## src/rtl/ext_int_ctrl_pkg.sv

```systemverilog
// Shared constants for the external interrupt controller: register map,
// FSM encoding and the fixed-priority pick.
package ext_int_pkg;

  localparam int ID_W = 3;

  localparam logic [1:0] ADDR_ENABLE = 2'd0;
  localparam logic [1:0] ADDR_MODE   = 2'd1;
  localparam logic [1:0] ADDR_POL    = 2'd2;
  localparam logic [1:0] ADDR_PEND   = 2'd3;

  typedef enum logic [1:0] {
    IDLE    = 2'd0,
    ASSERT  = 2'd1,
    SERVICE = 2'd2
  } state_e;

  // Lowest set index wins, so EINT0 has the highest priority.
  function automatic logic [ID_W-1:0] first_set(input logic [7:0] req);
    logic [ID_W-1:0] r;
    r = '0;
    for (int i = 7; i >= 0; i--) begin
      if (req[i]) r = ID_W'(i);
    end
    return r;
  endfunction

endpackage

```

## src/rtl/ext_int_ctrl_if.sv

```systemverilog
// Pin, configuration and CPU handshake signals of the external interrupt
// controller. The master side is the CPU plus pin mux, the slave is the controller.
interface ext_int_ctrl_if #(
  parameter int NUM_SRC = 2
) ();
  import ext_int_pkg::*;

  logic [NUM_SRC-1:0] eint_in;
  logic               cfg_we;
  logic [1:0]         cfg_addr;
  logic [7:0]         cfg_wdata;
  logic [7:0]         cfg_rdata;
  logic               irq;
  logic [ID_W-1:0]    irq_id;
  logic               irq_ack;
  logic               irq_done;

  modport master (
    output eint_in, cfg_we, cfg_addr, cfg_wdata, irq_ack, irq_done,
    input  cfg_rdata, irq, irq_id
  );

  modport slave (
    input  eint_in, cfg_we, cfg_addr, cfg_wdata, irq_ack, irq_done,
    output cfg_rdata, irq, irq_id
  );

endinterface

```

## src/rtl/ext_int_ctrl_sync_edge.sv

```systemverilog
// One interrupt line: multi-flop synchronizer, one-cycle history, and the
// polarity-aware edge and level detectors.
module eint_sync_edge #(
  parameter int SYNC_STAGES = 2
) (
  input  logic clk,
  input  logic rst,
  input  logic eint_i,
  input  logic pol_i,
  output logic edge_hit_o,
  output logic level_act_o
);

  logic [SYNC_STAGES-1:0] sync_q;
  logic                   prev_q;
  logic                   s;

  assign s = sync_q[SYNC_STAGES-1];

  always_ff @(posedge clk or posedge rst) begin
    if (rst) begin
      sync_q <= '0;
      prev_q <= 1'b0;
    end else begin
      sync_q <= {sync_q[SYNC_STAGES-2:0], eint_i};
      prev_q <= s;
    end
  end

  assign edge_hit_o  = pol_i ? (s & ~prev_q) : (~s & prev_q);
  assign level_act_o = (s == pol_i);

endmodule

```

## src/rtl/ext_int_ctrl.sv

```systemverilog
// External interrupt controller: config registers, pending flags, fixed
// priority arbiter and the irq/ack/done request FSM.
module ext_int_ctrl
  import ext_int_pkg::*;
#(
  parameter int NUM_SRC     = 2,
  parameter int SYNC_STAGES = 2
) (
  input  logic          clk,
  input  logic          rst,
  ext_int_ctrl_if.slave bus
);

  logic [NUM_SRC-1:0] en_q, mode_q, pol_q;
  logic [NUM_SRC-1:0] edge_pend_q, edge_pend_d;
  logic [NUM_SRC-1:0] hit, lvl, pend, req, cur_oh, clr, set;
  logic [NUM_SRC-1:0] wdata_m;
  logic               wr_en, wr_mode, wr_pol, wr_pend;
  logic               cur_valid, ack_take;
  state_e             state_q;
  logic               irq_q;
  logic [ID_W-1:0]    irq_id_q;
  logic [7:0]         rdata;

  for (genvar g = 0; g < NUM_SRC; g++) begin : g_src
    eint_sync_edge #(.SYNC_STAGES(SYNC_STAGES)) u_sync (
      .clk        (clk),
      .rst        (rst),
      .eint_i     (bus.eint_in[g]),
      .pol_i      (pol_q[g]),
      .edge_hit_o (hit[g]),
      .level_act_o(lvl[g])
    );
  end

  assign wdata_m = bus.cfg_wdata[NUM_SRC-1:0];
  assign wr_en   = bus.cfg_we && (bus.cfg_addr == ADDR_ENABLE);
  assign wr_mode = bus.cfg_we && (bus.cfg_addr == ADDR_MODE);
  assign wr_pol  = bus.cfg_we && (bus.cfg_addr == ADDR_POL);
  assign wr_pend = bus.cfg_we && (bus.cfg_addr == ADDR_PEND);

  // Level sources are live; only edge sources hold state.
  assign pend      = (mode_q & edge_pend_q) | (~mode_q & en_q & lvl);
  assign req       = en_q & pend;
  assign cur_oh    = NUM_SRC'(1) << irq_id_q;
  assign cur_valid = |(req & cur_oh);
  assign ack_take  = (state_q == ASSERT) && bus.irq_ack && cur_valid;

  always_comb begin
    clr = '0;
    if (wr_pend)  clr = clr | wdata_m;
    if (wr_en)    clr = clr | ~wdata_m;
    if (ack_take) clr = clr | cur_oh;
    set = en_q & mode_q & hit;
    // A new edge in the same cycle as any clear keeps the flag set.
    edge_pend_d = ((edge_pend_q & ~clr) | set) & mode_q;
  end

  always_ff @(posedge clk or posedge rst) begin
    if (rst) begin
      en_q        <= '0;
      mode_q      <= '0;
      pol_q       <= '0;
      edge_pend_q <= '0;
    end else begin
      if (wr_en)   en_q   <= wdata_m;
      if (wr_mode) mode_q <= wdata_m;
      if (wr_pol)  pol_q  <= wdata_m;
      edge_pend_q <= edge_pend_d;
    end
  end

  always_ff @(posedge clk or posedge rst) begin
    if (rst) begin
      state_q  <= IDLE;
      irq_q    <= 1'b0;
      irq_id_q <= '0;
    end else begin
      case (state_q)
        IDLE: begin
          irq_q <= 1'b0;
          if (|req) begin
            irq_id_q <= first_set(8'(req));
            irq_q    <= 1'b1;
            state_q  <= ASSERT;
          end
        end
        ASSERT: begin
          if (!cur_valid) begin
            irq_q   <= 1'b0;
            state_q <= IDLE;
          end else if (bus.irq_ack) begin
            irq_q   <= 1'b0;
            state_q <= SERVICE;
          end
        end
        SERVICE: begin
          irq_q <= 1'b0;
          if (bus.irq_done) state_q <= IDLE;
        end
        default: begin
          irq_q   <= 1'b0;
          state_q <= IDLE;
        end
      endcase
    end
  end

  always_comb begin
    rdata = '0;
    case (bus.cfg_addr)
      ADDR_ENABLE: rdata = 8'(en_q);
      ADDR_MODE:   rdata = 8'(mode_q);
      ADDR_POL:    rdata = 8'(pol_q);
      ADDR_PEND:   rdata = 8'(pend);
      default:     rdata = '0;
    endcase
  end

  assign bus.cfg_rdata = rdata;
  assign bus.irq       = irq_q;
  assign bus.irq_id    = irq_id_q;

endmodule

```

## src/flat_wrapper.sv

```systemverilog
// flat-port wrapper written by rule: the top's interface ports become plain ports
module ext_int_ctrl_flat import ext_int_pkg::*;
#(
  parameter int NUM_SRC     = 2,
  parameter int SYNC_STAGES = 2
)
  (clk, rst, bus_eint_in, bus_cfg_we, bus_cfg_addr, bus_cfg_wdata, bus_irq_ack, bus_irq_done, bus_cfg_rdata, bus_irq, bus_irq_id);
  ext_int_ctrl_if #(.NUM_SRC(NUM_SRC)) bus_i ();
  input  logic clk;
  input  logic rst;
  input wire logic [$bits(bus_i.eint_in)-1:0] bus_eint_in;
  input wire logic [$bits(bus_i.cfg_we)-1:0] bus_cfg_we;
  input wire logic [$bits(bus_i.cfg_addr)-1:0] bus_cfg_addr;
  input wire logic [$bits(bus_i.cfg_wdata)-1:0] bus_cfg_wdata;
  input wire logic [$bits(bus_i.irq_ack)-1:0] bus_irq_ack;
  input wire logic [$bits(bus_i.irq_done)-1:0] bus_irq_done;
  output wire logic [$bits(bus_i.cfg_rdata)-1:0] bus_cfg_rdata;
  output wire logic [$bits(bus_i.irq)-1:0] bus_irq;
  output wire logic [$bits(bus_i.irq_id)-1:0] bus_irq_id;
  assign bus_i.eint_in = bus_eint_in;
  assign bus_i.cfg_we = bus_cfg_we;
  assign bus_i.cfg_addr = bus_cfg_addr;
  assign bus_i.cfg_wdata = bus_cfg_wdata;
  assign bus_i.irq_ack = bus_irq_ack;
  assign bus_i.irq_done = bus_irq_done;
  assign bus_cfg_rdata = bus_i.cfg_rdata;
  assign bus_irq = bus_i.irq;
  assign bus_irq_id = bus_i.irq_id;
  ext_int_ctrl #(.NUM_SRC(NUM_SRC), .SYNC_STAGES(SYNC_STAGES)) u_core (.clk(clk), .rst(rst), .bus(bus_i));
endmodule
```

## config.mk

```make
export PLATFORM = sky130hd
export DESIGN_NAME = ext_int_ctrl_flat
export DESIGN_NICKNAME = d
export VERILOG_FILES = /design/src/rtl/ext_int_ctrl_pkg.sv /design/src/rtl/ext_int_ctrl_if.sv /design/src/rtl/ext_int_ctrl_sync_edge.sv /design/src/rtl/ext_int_ctrl.sv /design/src/flat_wrapper.sv
export SDC_FILE = /design/constraint.sdc
export NUM_CORES = 1
export LEC_CHECK = 0
export BUFFER_PORTS_ARGS = -buffer_cell sky130_fd_sc_hd__buf_2
export CAP_MARGIN = 40
export CORE_ASPECT_RATIO = 0.7
export CORE_MARGIN = 2
export CORE_UTILIZATION = 47
export CTS_BUF_LIST = sky130_fd_sc_hd__clkbuf_8 sky130_fd_sc_hd__clkbuf_16
export DETAILED_ROUTE_END_ITERATION = 10
export GPL_ROUTABILITY_DRIVEN = 0
export PLACE_DENSITY = 0.72
export SLEW_MARGIN = 40
export SYNTH_ARGS = -nofsm -noshare
export SYNTH_HDL_FRONTEND = slang
export SYNTH_SLANG_ARGS = --single-unit
```

## constraint.sdc

```tcl
create_clock -name clk -period 1.6 [get_ports clk]
set_clock_uncertainty 0.15 [all_clocks]
set_input_delay 0.08 -clock clk [delete_from_list [all_inputs] [get_ports clk]]
set_output_delay 0.08 -clock clk [all_outputs]
set_load 0.01 [all_outputs]
```

# == After elaboration in Yosys (flattened, before gate mapping) ==
# Index checks and enable logic that the tools add are counted.
# classes
eq_ne,10
shifts,1
mux,17
bitwise,24
n_reduce_logical,12
# ops
op,count
one-hot mux 8 bit (4 select lines),1
AND 2 bit,9
two-way mux 2 bit,7
bitwise OR 2 bit,4
two-way mux 1 bit,7
equality test 2 bit (second input constant),3
logical AND 1 bit,6
inverter 2 bit,3
one-hot mux 2 bit (3 select lines),1
AND 1 bit,4
equality test 2 x 1 -> 1 bit (second input constant),2
logical NOT 2 bit,2
inverter 1 bit,4
OR reduction 2 bit,2
!= test 3 bit (second input constant),1
AND reduction 3 bit,1
left shift 1 x 3 -> 2 bit (first input constant),1
equality test 1 bit,2
!= test 2 x 1 -> 1 bit (second input constant),1
!= test 2 bit (second input constant),1
one-hot mux 1 bit (2 select lines),1
AND reduction 2 bit,1
# totals
register_bits,20
inputBits,17
wordCells,75

# == Longest topological paths before layout ==
# Gate-level depths: netlist (run 1).
# depth
depth_word,13
ltp_mapped,5

# == Cells and area by module ==
# From an unflattened synthesis (run 1), not the netlist that was laid out.
# unflattened
cells_unflattened,86
hier_area_um2,992.2
# modules_own_cells
mod,instances,cells_per_inst,area_per_inst_um2,seq_area_each_um2
ext_int_ctrl,1,70,772.0,300.3
eint_sync_edge,2,8,110.1,75.1

# == Worst setup path after synthesis (run 1) ==
# No wires, ideal clock.
# synth_path
path_type,reg2out
start,reg u_core.pol_q[0]
end,out bus_cfg_rdata[0]
arrival_ns,1.116
t_required_ns,1.370
setup_slack_ns,0.254
stages_incl_launch_ff,5
n_path_buf,0
path_cell_list,dfrtp_1 or3b_1 a21oi_1 o21ai_0 o21ai_0
# synth_via
elab_chain_len,4
# synth_rtl
element,line,source
start: declaration,ext_int_ctrl.sv:14,"logic [NUM_SRC-1:0] en_q, mode_q, pol_q;"
start signal: assignment,ext_int_ctrl.sv:68,if (wr_pol) pol_q <= wdata_m;
equality test 1 bit,ext_int_ctrl_sync_edge.sv:31,assign level_act_o = (s == pol_i);
AND 2 bit,ext_int_ctrl.sv:43,assign pend = (mode_q & edge_pend_q) | (~mode_q & en_q & lvl);
bitwise OR 2 bit,ext_int_ctrl.sv:43,
one-hot mux 8 bit (4 select lines) (*),ext_int_ctrl.sv:111,case (bus.cfg_addr)
end: declaration,flat_wrapper.sv:17,output wire logic [$bits(bus_i.cfg_rdata)-1:0] bus_cfg_rdata;
# Every way passes the cells marked *; elsewhere a longest branch is shown, timed or not. The select of a mux whose other input is x is not followed.

# == Final worst setup path (run 1) ==
# layout_path
start,reg u_core.pol_q[1]
end,out bus_cfg_rdata[1]
# Same word-level chain as after synthesis.

==> summary.md, run 1 <==
| Metric | Value |
|---|---|
| Initial Utilization | `50.7%` |
| Startpoint Class | `flip-flop` |
| Clock transition at the registers of the reported paths | `0.07 ns` |
| Worst Slack Setup Final | `-0.0910 ns` |
| Routed vias/inst | `5.24` |
| Root buf cell | `clkbuf_8` |
| Die ar. | `2420 µm²` |
| Syn Area/Cell | `9.75 µm²` |
| Total wire length | `1820 µm` |
| Sequential cell area | `452 µm²` |
| Synth Flop Type | `dfrtp_1` |
| DRC | `0` |
| Worst min path class | `primary input to flip-flop` |
| Vias in the first global route | `728` |
| Syn. warnings | `0` |
| RSZ-0062 raised after global routing | `yes` |
| DRT iter0 DRCs | `18` |
| Worst vdd ir | `1130 µV` |
| Post-synth EDFFs | `0` |
| Critical path data arrival time | `1.46 ns` |
| Max-cap violations | `0` |
| Total GRT Usage | `17.6%` |
| Routed wire length per instance | `12.4 µm` |
| Pwr Density | `1150 nW/µm²` |
| Worst path slowest cell | `dfrtp_2` |
| Delay-heaviest family, CP | `flip-flops` |
| CP dominant cell by count | `o21ai_1` |
| Setup_tns | `-0.166 ns` |
| Gate Count Post-Synth | `98` |
| Crit share post-route | `106%` |
| CTS tree | `built` |
| GRT overflow | `0` |
| Min Tclk post-route | `1.69 ns` |
| Synth top area cells | `dfrtp_1, buf_4, mux2_2, o21ai_0, a21oi_1` |
| Non-Filler Instances | `147` |
| Clk sink count | `18` |
| Cell count after placement | `132` |
| Yosys top cell by area | `dfrtp_1` |
| LEAKAGE | `0.533 nW` |
| HPWL after detailed placement | `1280 µm` |
| Footprint of the multi-input gates | `457 µm²` |
| Synth-to-layout area growth | `23.4%` |
| Yosys top cell area share | `47.1%` |
| Count of input and output buffers | `14` |
| Worst-path cell chain | `or3b_1 > a21oi_2 > o21ai_1 > o21ai_1 > buf_2` |
| Max Slew Vio Count | `0` |
| Total Nets Final | `143` |
| # H-tree levels | `1` |
| ANT cells | `0` |
| Core Util, Final | `62.5%` |
| Top-Level Pins | `29` |
| CORE AREA | `1890 µm²` |
| Crit-path max cell delay | `0.41 ns` |
| Final Setup Violations | `2` |
| Total CTS buffers | `3` |
| DRT Pass-1 Iters | `4` |
| Post-DP Area | `1010 µm²` |
| Async S/R FF share, synth | `100%` |
| Initial antenna violation count | `0` |
| WP data required | `1.37 ns` |
| First-pass GRT wire length | `3210 µm` |
| Pre-CTS WS | `0.0874 ns` |
| Max frequency | `591 MHz` |
| Setup Crit Path Kind | `flip-flop to primary output` |
| Synth Register Bits | `18` |
| Fill cells | `165` |
| Netlist cell types | `28` |
| WHS | `0.0775 ns` |
| Post-DRT Antenna Nets | `0` |
| Final hold violations | `0` |
| Seq/Total Area, Yosys | `47.1%` |
| Die Y | `41.7 µm` |
| Clock Path Buffers | `2` |
| Rows | `13` |
| Final instance area | `1180 µm²` |
| Crit. End Element | `primary output` |
| Status | `finished, violations left` |
| Pwr Total | `1.35 mW` |
| Largest net degree at the start of global routing | `19` |
| Die width | `57.9 µm` |
| Share of cells above drive strength 1 | `27.2%` |
| Vias | `770` |
| Crit Path Max Fanout | `2` |
| Violated checks | `negative setup slack` |
| CP bufs+invs | `1` |
| Cell area after synthesis | `956 µm²` |
| Worst skew pair latency | `0.25 ns` |
[synth_stat cells, types with 2 or more instances]
master,number
and3_1,2
nand3_1,3
or3b_1,2
nor2_1,8
nand3b_1,2
nand2_1,7
dfrtp_1,18
buf_4,9
o21ai_0,11
nand2b_1,2
a21oi_1,6
mux2i_1,2
inv_1,3
nor3b_1,2
nor3_1,2
mux2_2,6
xor2_1,2
[placed cells by master (no fill, tap or decap), types with 3 or more instances in the layout]
cell           synthesis  final
dlygate4sd3_1          0      7
nand3_1                3      3
clkbuf_8               0      4
inv_1                  3      3
nand2_1                7      7
dfrtp_1               18     17
a21oi_1                6      5
nor2_1                 8      8
mux2_2                 6      6
conb_1                 1      8
buf_2                  1     14
buf_4                  9      5
o21ai_1                1      6
o21ai_0               11      6
[metal layers]
layer / routed length (µm) / global-route usage, %
met1: 866 / 23.1
met2: 839 / 27.5
met3: 103 / 6.54
met4: 8 / 4.19
met5: 0 / 0
[where the power goes]
group | switching [mW] | internal, mW | leakage, nW | total [mW]
registers | 0.0851 | 0.538 | 0.219 | 0.623
logic | 0.192 | 0.170 | 0.285 | 0.362
clock network | 0.149 | 0.219 | 0.0288 | 0.367
[registers in the layout, indices dropped and copies added (netlist names)]
| name | cells |
|---|---|
| u_core.bus.irq | 1 |
| u_core.bus.irq_id | 1 |
| u_core.edge_pend_q | 2 |
| u_core.en_q | 2 |
| u_core.g_src.u_sync.prev_q | 2 |
| u_core.g_src.u_sync.sync_q | 4 |
| u_core.mode_q | 2 |
| u_core.pol_q | 2 |
| u_core.state_q | 2 |
[worst paths after layout]
path	start	endpoint	slack, ns	cells after the start
max	u_core.pol_q[1]	bus_cfg_rdata[1]	-0.09	5
min	bus_cfg_we	u_core.en_q[1]	0.08	3
max reg2reg	u_core.pol_q[1]	u_core.state_q[1]	0.13	5
min reg2reg	u_core.g_src[0].u_sync.sync_q[0]	u_core.g_src[0].u_sync.sync_q[1]	0.21	0
max in group asynchronous	rst	u_core.pol_q[1]	0.87	4
min in group asynchronous	rst	u_core.g_src[1].u_sync.sync_q[0]	0.22	4
[final cells by class]
class | count | share of cell area [%]
Multi-Input combinational cell | 74 | 38.7
Sequential cell | 18 | 38.3
Timing Repair Buffer | 26 | 15.1
Clock buffer | 4 | 4.67
Tap cell | 22 | 2.33
Inverter | 3 | 0.954
[logic make-up after synthesis]
group                     synth area share, %
AOI/OAI and AO/OA                        16.6
xor gates and xnor gates                 1.83
buffers and inverters                    8.77
DFF                                      47.1
muxes                                    9.16
other                                   0.392
and+or+nand+nor                          16.1
[worst min-delay path, cell delays in order]
cell	delay [ns]
buf_2	0.12
nand2_1	0.09
mux2_2	0.15
[repair_timing]
| action | 4_1_cts | 5_1_grt |
|---|---|---|
| pin swaps | 3 | 4 |
| hold buffers | 7 | 0 |
| hold endpoints to repair | 29 | 0 |
| setup endpoints to repair | 2 | 4 |
| setup buffers | 4 | 0 |
| gates resized for setup | 4 | 4 |
No activity file was read; power rests on OpenSTA's default activity.
==> run 2, diff against run 1 <==
- REMOVE_ABC_BUFFERS: not set -> 1
- SKIP_CTS_REPAIR_TIMING: not set -> 1
==> run 2 against run 1 <==
The flow still finishes with violations (negative setup slack). Largest power group unchanged. Core utilization is 0.80 points higher. Fmax is 1.1% lower. Critical path type unchanged. Clock power hardly changed. Combinational power hardly changed. Register-to-register slack worse by 0.13 ns.
==> summary.md, run 2 (synthesis gave the netlist of run 1 again) <==
| Metric | Value |
|---|---|
| Pwr Density | `1130 nW/µm²` |
| Worst path slowest cell | `dfrtp_2` |
| Pint | `0.932 mW` |
| Vias in the first global route | `639` |
| RSZ-0062 raised after global routing | `yes` |
| Switching pwr | `0.423 mW` |
| Vias | `799` |
| Max-cap violations | `0` |
| Commonest non-fill, non-tap cell in the layout | `dfrtp_1` |
| Root buf cell | `clkbuf_8` |
| GR met2 Demand/Resource | `23.0%` |
| CORE AREA | `1890 µm²` |
| Routed wire length per instance | `12.5 µm` |
| Clk sink count | `18` |
| Die width | `57.9 µm` |
| Clock Path Buffers | `2` |
| Total CTS buffers | `3` |
| Die ar. | `2420 µm²` |
| Largest net degree at the start of global routing | `19` |
| Total GRT Usage | `16.4%` |
| Routed vias/inst | `5.36` |
| WHS | `0.0834 ns` |
| Worst min path class | `primary input to flip-flop` |
| Startpoint Class | `flip-flop` |
| LEAKAGE | `0.539 nW` |
| DRT Pass-1 Iters | `6` |
| Worst skew pair latency | `0.25 ns` |
| Worst Slack Setup Final | `-0.110 ns` |
| Synth-to-layout area growth | `25.0%` |
| Fill cells | `148` |
| Crit. End Element | `primary output` |
| Net Sw Frac | `31.2%` |
| Flop pwr share | `46.3%` |
| CP bufs+invs | `1` |
| HPWL after detailed placement | `1280 µm` |
| Initial antenna violation count | `0` |
| Critical path data arrival time | `1.48 ns` |
| Violated checks | `negative setup slack` |
| Core Util, Final | `63.3%` |
| Die Y | `41.7 µm` |
| Setup_tns | `-0.207 ns` |
| Total wire length | `1860 µm` |
| Worst vdd ir | `921 µV` |
| Crit share post-route | `107%` |
| Worst-path cell chain | `or3b_1 > a21oi_2 > o21ai_0 > o21ai_1 > buf_2` |
| Comb pwr share | `26.7%` |
| DRC | `0` |
| Share of cells above drive strength 1 | `29.1%` |
| CTS tree | `built` |
| GRT overflow | `0` |
| Clock power share | `27.0%` |
| Final hold violations | `0` |
| Count of input and output buffers | `14` |
| ANT cells | `0` |
| WP data required | `1.37 ns` |
| Most frequent cells in the layout | `dfrtp_1, buf_2, nor2_1, conb_1` |
| # H-tree levels | `1` |
| Crit-path max cell delay | `0.42 ns` |
| Final Setup Violations | `3` |
| Total Nets Final | `145` |
| Min Tclk post-route | `1.71 ns` |
| Most flops, register | `u_core.g_src.u_sync.sync_q` |
| Met1 usage | `22.7%` |
| Crit Path Max Fanout | `4` |
| Setup Crit Path Kind | `flip-flop to primary output` |
| Layer with the highest usage | `met2` |
| DRT iter0 DRCs | `33` |
| First-pass GRT wire length | `2960 µm` |
| Met3 Use GR | `6.54%` |
| Pre-CTS WS | `0.105 ns` |
| Initial Utilization | `50.7%` |
| Max Slew Vio Count | `0` |
| Status | `finished, violations left` |
| Pwr Total | `1.35 mW` |
| Post-DRT Antenna Nets | `0` |
| Max frequency | `585 MHz` |
| Top-Level Pins | `29` |
| Rows | `13` |
| Max reg flops | `4` |
| Delay-heaviest family, CP | `flip-flops` |
| Clock transition at the registers of the reported paths | `0.06 ns` |
## run 2: changes by cell type in the layout (fill, tap and decap cells not counted), sizes merged
cell  delta
buf      +2
## run 2: metal layers
layer,up-vias,wire length (µm)
li1,389,-
met1,378,888
met3,4,114
met5,-,0
met2,28,833
met4,0,27
## run 2: worst register-to-register path, cell delays in order, from the launching register on
cell     delay (ns)
dfrtp_2        0.42
buf_4          0.14
buf_4          0.13
xor2_1         0.14
o21ai_2        0.20
a22oi_2        0.13
o31ai_1        0.20
## run 2: metrics by stage
| step | cell area, µm² | cells |
|---|---|---|
| after floorplan | 910 | 95 |
| after detailed placement | 1020 | 133 |
| after CTS | 1080 | 137 |
| final | 1190 | 149 |
| after global placement | 1020 | 133 |
| after global routing | 1190 | 149 |
## run 2: path summary, 6_finish.rpt
| check | depth (start not counted) | to | slack, ns | from |
|---|---|---|---|---|
| max | 5 | bus_cfg_rdata[0] | -0.11 | u_core.pol_q[0] |
| min | 3 | u_core.en_q[1] | 0.08 | bus_cfg_we |
| max reg2reg | 6 | u_core.state_q[0] | 0 | u_core.pol_q[1] |
| min reg2reg | 0 | u_core.g_src[1].u_sync.sync_q[1] | 0.20 | u_core.g_src[1].u_sync.sync_q[0] |
| max in group asynchronous | 4 | u_core.pol_q[0] | 0.87 | rst |
| min in group asynchronous | 4 | u_core.edge_pend_q[1] | 0.22 | rst |
## run 2: area by class of cell
cell class	count	area [µm²]	share of cell area, %
Inverter	3	11.3	0.942
Sequential cell	18	453	37.9
Timing Repair Buffer	28	193	16.1
Tap cell	22	27.5	2.30
Multi-Input combinational cell	74	455	38.1
Clock buffer	4	55.1	4.61
## run 2: power by group through the flow
| stage | Sequential (mW) | Clock (mW) | Combinational [mW] |
|---|---|---|---|
| floorplan | 0.628 | 0 | 0.202 |
| global placement | 0.636 | 0 | 0.295 |
| detailed placement | 0.639 | 0 | 0.305 |
| CTS | 0.631 | 0.377 | 0.306 |
| global route | 0.642 | 0.401 | 0.402 |
| finish | 0.627 | 0.366 | 0.362 |
==> run 3, diff against run 2 <==
- CORE_ASPECT_RATIO: 0.7 -> not set
- SLEW_MARGIN: 40 -> 5
==> run 3 against run 2 <==
Cell count grew 4.0%. Critical path depth is the same. Non-clock buffer count grew 2. Clock power shrank 17%. Setup slack gained 0.014 ns. Power shrank 3.4%. Sequential share of layout area shrank 0.24 points. Fmax grew 0.85%. Via count shrank 1.3%. Sequential cell count is the same. The run still ends with negative setup slack left. Clock-buffer cell count shrank 1.
==> summary.md, run 3 (synthesis gave the netlist of run 1 again) <==
| Metric | Value |
|---|---|
| Status | `finished, violations left` |
| Violated checks | `negative setup slack` |
| Routed vias/inst | `5.09` |
| Worst vdd ir | `763 µV` |
| Min Tclk post-route | `1.70 ns` |
| Max Slew Vio Count | `0` |
| HPWL after detailed placement | `1280 µm` |
| ANT cells | `0` |
| DRT iter0 DRCs | `7` |
| Met3 Use GR | `2.76%` |
| Core Util, Final | `61.9%` |
| Crit Path Max Fanout | `4` |
| Fill cells | `180` |
| Sequential cell area | `453 µm²` |
| Pwr Total | `1.31 mW` |
| Total GRT Usage | `15.0%` |
| Reg2Reg Depth | `6` |
| Root buf cell | `clkbuf_8` |
| Max frequency | `590 MHz` |
| Initial antenna violation count | `0` |
| Routed wire length per instance | `11.6 µm` |
| Most flops, register | `u_core.g_src.u_sync.sync_q` |
| Top-Level Pins | `29` |
| Die width | `49.1 µm` |
| DRC | `0` |
| Vias in the first global route | `649` |
| Pre-CTS WS | `0.115 ns` |
| GR met2 Demand/Resource | `24.3%` |
| Cell count after placement | `137` |
| Max reg flops | `4` |
| Post-DP Area | `1020 µm²` |
| Pwr Density | `1090 nW/µm²` |
| Critical path data arrival time | `1.47 ns` |
| Total wire length | `1800 µm` |
| Worst Tran Pin Value | `0.660 ns` |
| Vias | `789` |
| Post-DRT Antenna Nets | `0` |
| Clk sink count | `18` |
| Setup Crit Path Kind | `flip-flop to primary output` |
| # H-tree levels | `1` |
| Total Nets Final | `147` |
| Clock Path Buffers | `2` |
| Clock transition at the registers of the reported paths | `0.07 ns` |
| Total CTS buffers | `3` |
| Initial Utilization | `49.2%` |
| Worst skew pair latency | `0.25 ns` |
| Max-cap violations | `0` |
| Rows | `16` |
| Layer with the highest usage | `met2` |
| CTS tree | `built` |
| CORE AREA | `1940 µm²` |
| GRT overflow | `0` |
| Non-Filler Instances | `155` |
| Final Setup Violations | `3` |
| Setup_tns | `-0.173 ns` |
| Startpoint Class | `flip-flop` |
| Largest net degree at the start of global routing | `19` |
| Met1 usage | `19.7%` |
| Synth-to-layout area growth | `25.8%` |
| Hold depth | `3` |
| LEAKAGE | `0.542 nW` |
| Count of input and output buffers | `14` |
| Final instance area | `1200 µm²` |
| WP data required | `1.37 ns` |
| First-pass GRT wire length | `2820 µm` |
| Die ar. | `2410 µm²` |
| Die Y | `49.1 µm` |
| Share of cells above drive strength 1 | `29.7%` |
| DRT Pass-1 Iters | `4` |
| Final hold violations | `0` |
| Most frequent cells in the layout | `dfrtp_1, buf_2, buf_4, nor2_1, conb_1` |
| Crit share post-route | `106%` |
| Worst min path class | `primary input to flip-flop` |
| WHS | `0.0795 ns` |
| RSZ-0062 raised after global routing | `yes` |
| Footprint of the multi-input gates | `455 µm²` |
| Worst Slack Setup Final | `-0.0955 ns` |
| Crit. End Element | `primary output` |
| Slew headroom | `55.9%` |
| Commonest non-fill, non-tap cell in the layout | `dfrtp_1` |
run 3: cell types whose count changed in the layout (fill, tap and decap cells not counted), sizes merged:
cell and change:
buf +2, clkbuf -1
run 3: final cells by class:
type	count	share of cell area (%)
Sequential cell	18	37.7
Tap cell	27	2.81
Inverter	3	0.937
Timing Repair Buffer	30	17.3
Clock buffer	3	3.43
Multi-Input combinational cell	74	37.9
run 3: per-layer routing:
layer	share of wire [%]	wire length, µm
met1	49	875
met2	47	850
met3	2.9	52
met4	1.4	25
met5	0	0
run 3: final timing paths:
path                                                       start                                to  slack (ns)
worst max register to register                   u_core.pol_q[0]                 u_core.state_q[0]           0
worst max-delay path                             u_core.pol_q[1]                  bus_cfg_rdata[1]        -0.1
max in group asynchronous                                    rst                   u_core.pol_q[0]        0.52
worst min-delay path                                  bus_cfg_we                    u_core.en_q[1]        0.08
worst min register to register  u_core.g_src[1].u_sync.sync_q[0]  u_core.g_src[1].u_sync.sync_q[1]        0.20
min in group asynchronous                                    rst  u_core.g_src[1].u_sync.sync_q[0]        0.31
run 3: report_power, final:
part | internal [mW] | total, mW | leakage (nW) | switching (mW)
clock | 0.167 | 0.304 | 0.0216 | 0.138
combinational | 0.189 | 0.372 | 0.302 | 0.183
sequential | 0.539 | 0.632 | 0.218 | 0.0922
total | 0.895 | 1.31 | 0.542 | 0.413
run 3: critical path, stage by stage, from the launching register on:
cell,delay [ns]
dfrtp_2,0.42
or3b_1,0.39
a21oi_2,0.13
o21ai_1,0.07
o21ai_1,0.08
buf_2,0.14
